==> config.mk <==
export PLATFORM = sky130hd
export DESIGN_NAME = button_debounce
export DESIGN_NICKNAME = d
export VERILOG_FILES = /design/src/rtl/button_debounce.sv
export SDC_FILE = /design/constraint.sdc
export NUM_CORES = 1
export LEC_CHECK = 0
export CAP_MARGIN = 10
export CELL_PAD_IN_SITES_DETAIL_PLACEMENT = 1
export CELL_PAD_IN_SITES_GLOBAL_PLACEMENT = 2
export CORE_MARGIN = 1.5
export CORE_UTILIZATION = 38
export DETAILED_ROUTE_END_ITERATION = 8
export PLACE_DENSITY_LB_ADDON = 0.3
export SETUP_SLACK_MARGIN = 0.1
export SYNTH_ARGS = -nofsm -noshare
export SYNTH_HDL_FRONTEND = slang
export SYNTH_SLANG_ARGS = --single-unit
==> constraint.sdc <==
create_clock -name clk -period 2.77 [get_ports clk]
set_clock_uncertainty 0.05 [all_clocks]
set_input_delay 0.554 -clock clk [delete_from_list [all_inputs] [get_ports clk]]
set_output_delay 0.554 -clock clk [all_outputs]
set_load 0.02 [all_outputs]
==> src/rtl/button_debounce.sv <==
// button_debounce
//   Conditions raw push-button pins for the control logic. Each channel runs
//   a 2-flop synchroniser, a stable-time debounce FSM, and long-press timing,
//   and emits a debounced level plus 1-cycle press / release / long pulses.
//   Channels are fully independent.
//
// Ports
//   clk          system clock (100 MHz)
//   reset        synchronous, active-high reset
//   btn_in       raw asynchronous button pins, 1 = pressed
//   btn_level    debounced level, 1 = pressed
//   btn_press    1-cycle pulse when a press is accepted
//   btn_release  1-cycle pulse when a release is accepted
//   btn_long     1-cycle pulse when a held press reaches LONG_CYC
//   btn_any      OR of btn_level

module button_debounce_lane #(
  parameter int DEBOUNCE_CYC = 16,
  parameter int LONG_CYC     = 64,
  parameter int CNT_W        = 24
) (
  input  logic clk,
  input  logic reset,
  input  logic pin,
  output logic level,
  output logic press,
  output logic rel,
  output logic lng
);

  typedef enum logic [2:0] {
    IDLE, PRESS_WAIT, PRESSED, LONG_HELD, RELEASE_WAIT
  } state_t;

  localparam logic [CNT_W-1:0] D_LAST = CNT_W'(DEBOUNCE_CYC - 1);
  localparam logic [CNT_W-1:0] L_LAST = CNT_W'(LONG_CYC - 1);

  logic [1:0]       sync;
  logic             s;
  state_t           state, nxt;
  logic [CNT_W-1:0] cnt, cnt_nxt;
  logic             long_done, long_done_nxt;
  logic             press_c, rel_c, long_c;
  logic             press_q, rel_q, long_q;

  assign s = sync[1];

  always_ff @(posedge clk) begin
    if (reset) begin
      sync      <= '0;
      state     <= IDLE;
      cnt       <= '0;
      long_done <= 1'b0;
      press_q   <= 1'b0;
      rel_q     <= 1'b0;
      long_q    <= 1'b0;
      level     <= 1'b0;
      press     <= 1'b0;
      rel       <= 1'b0;
      lng       <= 1'b0;
    end else begin
      sync      <= {sync[0], pin};
      state     <= nxt;
      cnt       <= cnt_nxt;
      long_done <= long_done_nxt;
      press_q   <= press_c;
      rel_q     <= rel_c;
      long_q    <= long_c;
      // Output stage: every output leaves straight from a flop, one cycle
      // behind the FSM decision.
      level     <= (state == PRESSED) || (state == LONG_HELD) ||
                   (state == RELEASE_WAIT);
      press     <= press_q;
      rel       <= rel_q;
      lng       <= long_q;
    end
  end

  always_comb begin
    nxt           = state;
    cnt_nxt       = cnt;
    long_done_nxt = long_done;
    press_c       = 1'b0;
    rel_c         = 1'b0;
    long_c        = 1'b0;
    case (state)
      IDLE: begin
        cnt_nxt = '0;
        if (s) begin
          nxt     = PRESS_WAIT;
          cnt_nxt = CNT_W'(1);
        end
      end
      PRESS_WAIT: begin
        if (!s) begin
          nxt     = IDLE;
          cnt_nxt = '0;
        end else if (cnt == D_LAST) begin
          nxt           = PRESSED;
          cnt_nxt       = '0;
          press_c       = 1'b1;
          long_done_nxt = 1'b0;
        end else begin
          cnt_nxt = cnt + 1'b1;
        end
      end
      PRESSED: begin
        if (!s) begin
          nxt     = RELEASE_WAIT;
          cnt_nxt = CNT_W'(1);
        end else if (cnt == L_LAST) begin
          nxt           = LONG_HELD;
          cnt_nxt       = '0;
          long_c        = 1'b1;
          long_done_nxt = 1'b1;
        end else begin
          cnt_nxt = cnt + 1'b1;
        end
      end
      LONG_HELD: begin
        cnt_nxt = '0;
        if (!s) begin
          nxt     = RELEASE_WAIT;
          cnt_nxt = CNT_W'(1);
        end
      end
      RELEASE_WAIT: begin
        if (s) begin
          // A release glitch after the long pulse must not re-arm it.
          nxt     = long_done ? LONG_HELD : PRESSED;
          cnt_nxt = '0;
        end else if (cnt == D_LAST) begin
          nxt     = IDLE;
          cnt_nxt = '0;
          rel_c   = 1'b1;
        end else begin
          cnt_nxt = cnt + 1'b1;
        end
      end
      default: begin
        nxt     = IDLE;
        cnt_nxt = '0;
      end
    endcase
  end

endmodule

module button_debounce #(
  parameter int N_BTN        = 4,
  parameter int DEBOUNCE_CYC = 16,
  parameter int LONG_CYC     = 64,
  parameter int CNT_W        = 24
) (
  input  logic             clk,
  input  logic             reset,
  input  logic [N_BTN-1:0] btn_in,
  output logic [N_BTN-1:0] btn_level,
  output logic [N_BTN-1:0] btn_press,
  output logic [N_BTN-1:0] btn_release,
  output logic [N_BTN-1:0] btn_long,
  output logic             btn_any
);

  for (genvar i = 0; i < N_BTN; i++) begin : g_lane
    button_debounce_lane #(
      .DEBOUNCE_CYC (DEBOUNCE_CYC),
      .LONG_CYC     (LONG_CYC),
      .CNT_W        (CNT_W)
    ) u_lane (
      .clk   (clk),
      .reset (reset),
      .pin   (btn_in[i]),
      .level (btn_level[i]),
      .press (btn_press[i]),
      .rel   (btn_release[i]),
      .lng   (btn_long[i])
    );
  end

  assign btn_any = |btn_level;

endmodule

==> results.md <==
- The startpoint identified for the worst hold timing path is g_lane[3].u_lane.press_q$_SDFF_PP0_.
- The flow ran to the end, and the final reports show no timing, DRC or antenna violations.
- The H-tree was split into 4 levels.
- In this run the static leakage power is between 2 and 2.5 nW.
- The total nets after synthesis is a little under 800.
- The minimum clock period after layout is 2.41 ns.
- The first routing iteration left 223 violations.
- The number of fill cells in the layout is 1953.
- The TritonCTS sink count is approximately 150.
- The most critical setup path has its endpoint at btn_any.
- In this run, synthesis inferred 0 flip-flops with an integrated enable.
- The gate count of the mapped netlist is roughly 760.
- The clock insertion delay at the later pin of the skew report is between 0.4 and 0.5 ns.
- The final number of hold-violating endpoints is 0.
- In this run the tool buffered the top-level ports with 22 buffer cells.
- The layout overhead on the synthesized area is 13.8%.
- The global-route wire length before repair is 25.3 mm.
- The die covers 18100 um2.
- Setup repair after global routing left no endpoint under its margin.
- The number of antenna violations at the first check in global routing is 0.
- The sum of negative setup slack is 0 ns.
- For the worst setup path, the data arrival time is ~1.8 ns.
- The maximum number of pins on one net before global-route repair is 37.
- The cell sitting at the root of the clock tree is a clkbuf_16.
- The number of antenna diodes in the final layout is 0.
- The most common cell after layout, fill and taps aside is dfxtp_1.
- The via density per instance is roughly 5.
- VDD sags by at most 0.466 mV.
- The number of non-filler instances in the completed layout is 1002.
- The count of hold buffers inserted by post-cts repair is 0.
- In the final design database the tool counted 780 nets.
- The kind of end point of the critical path is an output port.
- The number of max-cap violations is 0.
- The post-cts resize count is 0.
- At the pin with the least slew margin, the transition time is about 0.64 ns.
- Yosys printed 0 warnings.
- Of all nets on the critical path, the largest fanout is 2.
- Walking the worst path, the cells encountered are or4_1, clkdlybuf4s50_1.
- Leaving out fill and tap cells, the most frequent cells in the layout are dfxtp_1, nor2_1, nand2_1, xnor2_1, xor2_1.
- The floorplan row count is 47.
- The first TritonRoute pass finished after 6 iterations.
- The via count of the first global-routing pass is ~5200.
- The starting density of the core is 39.3%.
- The worst stage delay on the critical path is 0.55 ns.
- After detailed routing, the total wire length is 14.7 mm.
- For this run the aggregate overflow at the end of global routing stands at 0.
- Counting flops and latches in the post-synthesis netlist gives 148.
- The post-CTS clock slew at the launch and capture registers of the worst setup and hold paths is about 0.06 ns.
- The horizontal extent of the die is around 130 um.
- The remaining max-slew budget at the tightest pin is 56.8%.
- The worst endpoint required time is 2.17 ns.
- Setup slack on the worst reg-to-reg path comes out at 0.49 ns.
- Post-CTS timing repair inserted 0 buffers for setup.
- The startpoint kind of the worst setup timing path is a register.
- On the critical path, the stage with the largest delay is an instance of clkdlybuf4s50_1.
- The global-route usage over all layers is between 10% and 20%.
- After synthesis, the share of flip-flops with an asynchronous set or reset is 0%.
- The total DRC errors in the routed layout is 0.
- The average routed wire per standard cell is around 15 um.
- Tracing the worst setup path back leads to its startpoint at g_lane[1].u_lane.level$_SDFF_PP0_.
- The main flop type after synthesis is dfxtp_1.
- The I/O pin total is 23.
- The path type of the worst setup path is reg2out.
- Power spread over the standard cell area amounts to 590 nW/um2.
- TritonCTS built the clock tree.
- The worst register-to-register path ends at g_lane[0].u_lane.cnt[22]$_SDFF_PP0_.
- The share of the clock period used by the worst path is 87.2%.
- The footprint of the multi-input gates is 3260 um2.
- After synthesis the cells add up to 6560 um2.
- The number of slew-limit violations in the final report is 0.
- The share of synthesized area occupied by flip-flops and latches is 45.2%.
- The share of final-layout standard cells stronger than drive strength 1 is 7.42%.
- Summing all flip-flop and latch instances after layout gives 2960 um2.
- The cell count after placement is 970.
- The worst hold-check path type is reg2reg.
- The depth of the most critical reg-to-reg path is 7.
- The clock tree buffer depth is 2.
- Derived from the worst setup path, the maximum achievable clock frequency is 414 MHz.
- The number of failing setup endpoints in the final timing report is 0.
- The region available for standard cell placement spans 16700 um2.
- The number of antenna-violating nets in the routed design is 0.
- The startpoint of the most critical register-to-register path is g_lane[0].u_lane.cnt[0]$_SDFF_PP0_.
- The die span in y is approximately 130 um.
- The half-perimeter wire length after detailed placement is 10.4 mm.
- Clock tree synthesis inserted a total of 17 buffers.
- After synthesis, the netlist uses between 50 and 60 different library cells.
- The congestion estimate from routability-driven global placement came to about 0.8.
- The final route contains 5161 vias.
- In this run the mean area of a mapped cell was 8.65 um2.
power breakdown:
part	leakage (nW)	total, W	switching, W	internal (W)
Combinational	0.974	0.0000568	0.0000312	0.0000256
Clock	0.267	0.00220	0.00102	0.00118
Sequential	1.19	0.00215	0.0000108	0.00214
how the worst min path moves through the flow:
stage / to / slack [ns] / cells past startpoint
after CTS: g_lane[0].u_lane.lng$_SDFF_PP0_ / 0.40 / 1
after detailed placement: g_lane[0].u_lane.lng$_SDFF_PP0_ / 0.38 / 1
after global routing: g_lane[3].u_lane.press$_SDFF_PP0_ / 0.41 / 1
after global placement: g_lane[2].u_lane.sync[1]$_SDFF_PP0_ / 0.37 / 1
after floorplan: g_lane[0].u_lane.lng$_SDFF_PP0_ / 0.36 / 1
final: g_lane[3].u_lane.press$_SDFF_PP0_ / 0.39 / 1
cells by family (layout without fill, tap and decap cells):
family,after synthesis,count (layout),synth area share [%]
flip-flops,148,148,45.2
buffers and inverters,64,88,5.17
XOR/XNOR,85,85,11.4
adder cells (fa/ha/maj),5,5,0.954
AND/OR/NAND/NOR,388,388,29.6
AO/OA/AOI/OAI,60,60,6.47
multiplexers,8,8,1.24
metal layers:
metal	wire, um	track usage, %
met1	6850	21.5
met2	7280	30.3
met3	432	4.35
met4	191	5.32
met5	0	0
cells in the mapped netlist (11+ instances only):
master	instances	share of area, %
a21oi_1	11	0.84
xnor2_1	50	6.7
clkbuf_1	17	0.97
dfxtp_1	148	45
nand4_1	14	1.3
nand2_1	54	3.1
and3_1	14	1.3
nor4_1	27	2.6
buf_4	17	1.9
inv_1	22	1.3
nand3_1	32	2.4
nor3_1	28	2.1
and4_1	14	1.9
xor2_1	35	4.7
nor2_1	138	7.9
nor2b_1	25	2.4
worst max-delay path, delay by kind of cell (launching register included):
family                 cells  cell delay, ns
buffers and inverters      1            0.55
DFF                        1            0.33
and+or+nand+nor            1            0.51
state kept, by name, indices dropped and copies added, names as in the netlist:
name	count
g_lane.u_lane.cnt	96
g_lane.u_lane.state	12
g_lane.u_lane.sync	8
g_lane.u_lane.level	4
g_lane.u_lane.lng	4
g_lane.u_lane.long_done	4
g_lane.u_lane.long_q	4
g_lane.u_lane.press	4
g_lane.u_lane.press_q	4
g_lane.u_lane.rel	4
g_lane.u_lane.rel_q	4
through the flow:
stage | cell area, um2 | setup slack (ns) | power (W) | utilization (%) | hold WS (ns)
2_1_floorplan | 6560 | 0.677 | 0.00223 | - | 0.364
3_3_place_gp | 6900 | 0.590 | 0.00225 | 41.3 | 0.373
3_5_place_dp | 6900 | 0.476 | 0.00225 | 41.3 | 0.383
4_1_cts | 7460 | 0.321 | 0.00447 | 44.7 | 0.399
5_1_grt | 7460 | 0.277 | 0.00456 | 44.7 | 0.407
6_report | 7460 | 0.356 | 0.00440 | 44.7 | 0.393
cell type report:
type | instances | area share [%]
inverters | 22 | 1.11
repair buffers | 34 | 4.33
clock buffers | 17 | 5.70
multi-input cells | 546 | 43.7
clock inverters | 15 | 1.81
well taps | 220 | 3.69
flip-flops and latches | 148 | 39.7
Power figures use the tool's default switching activity.
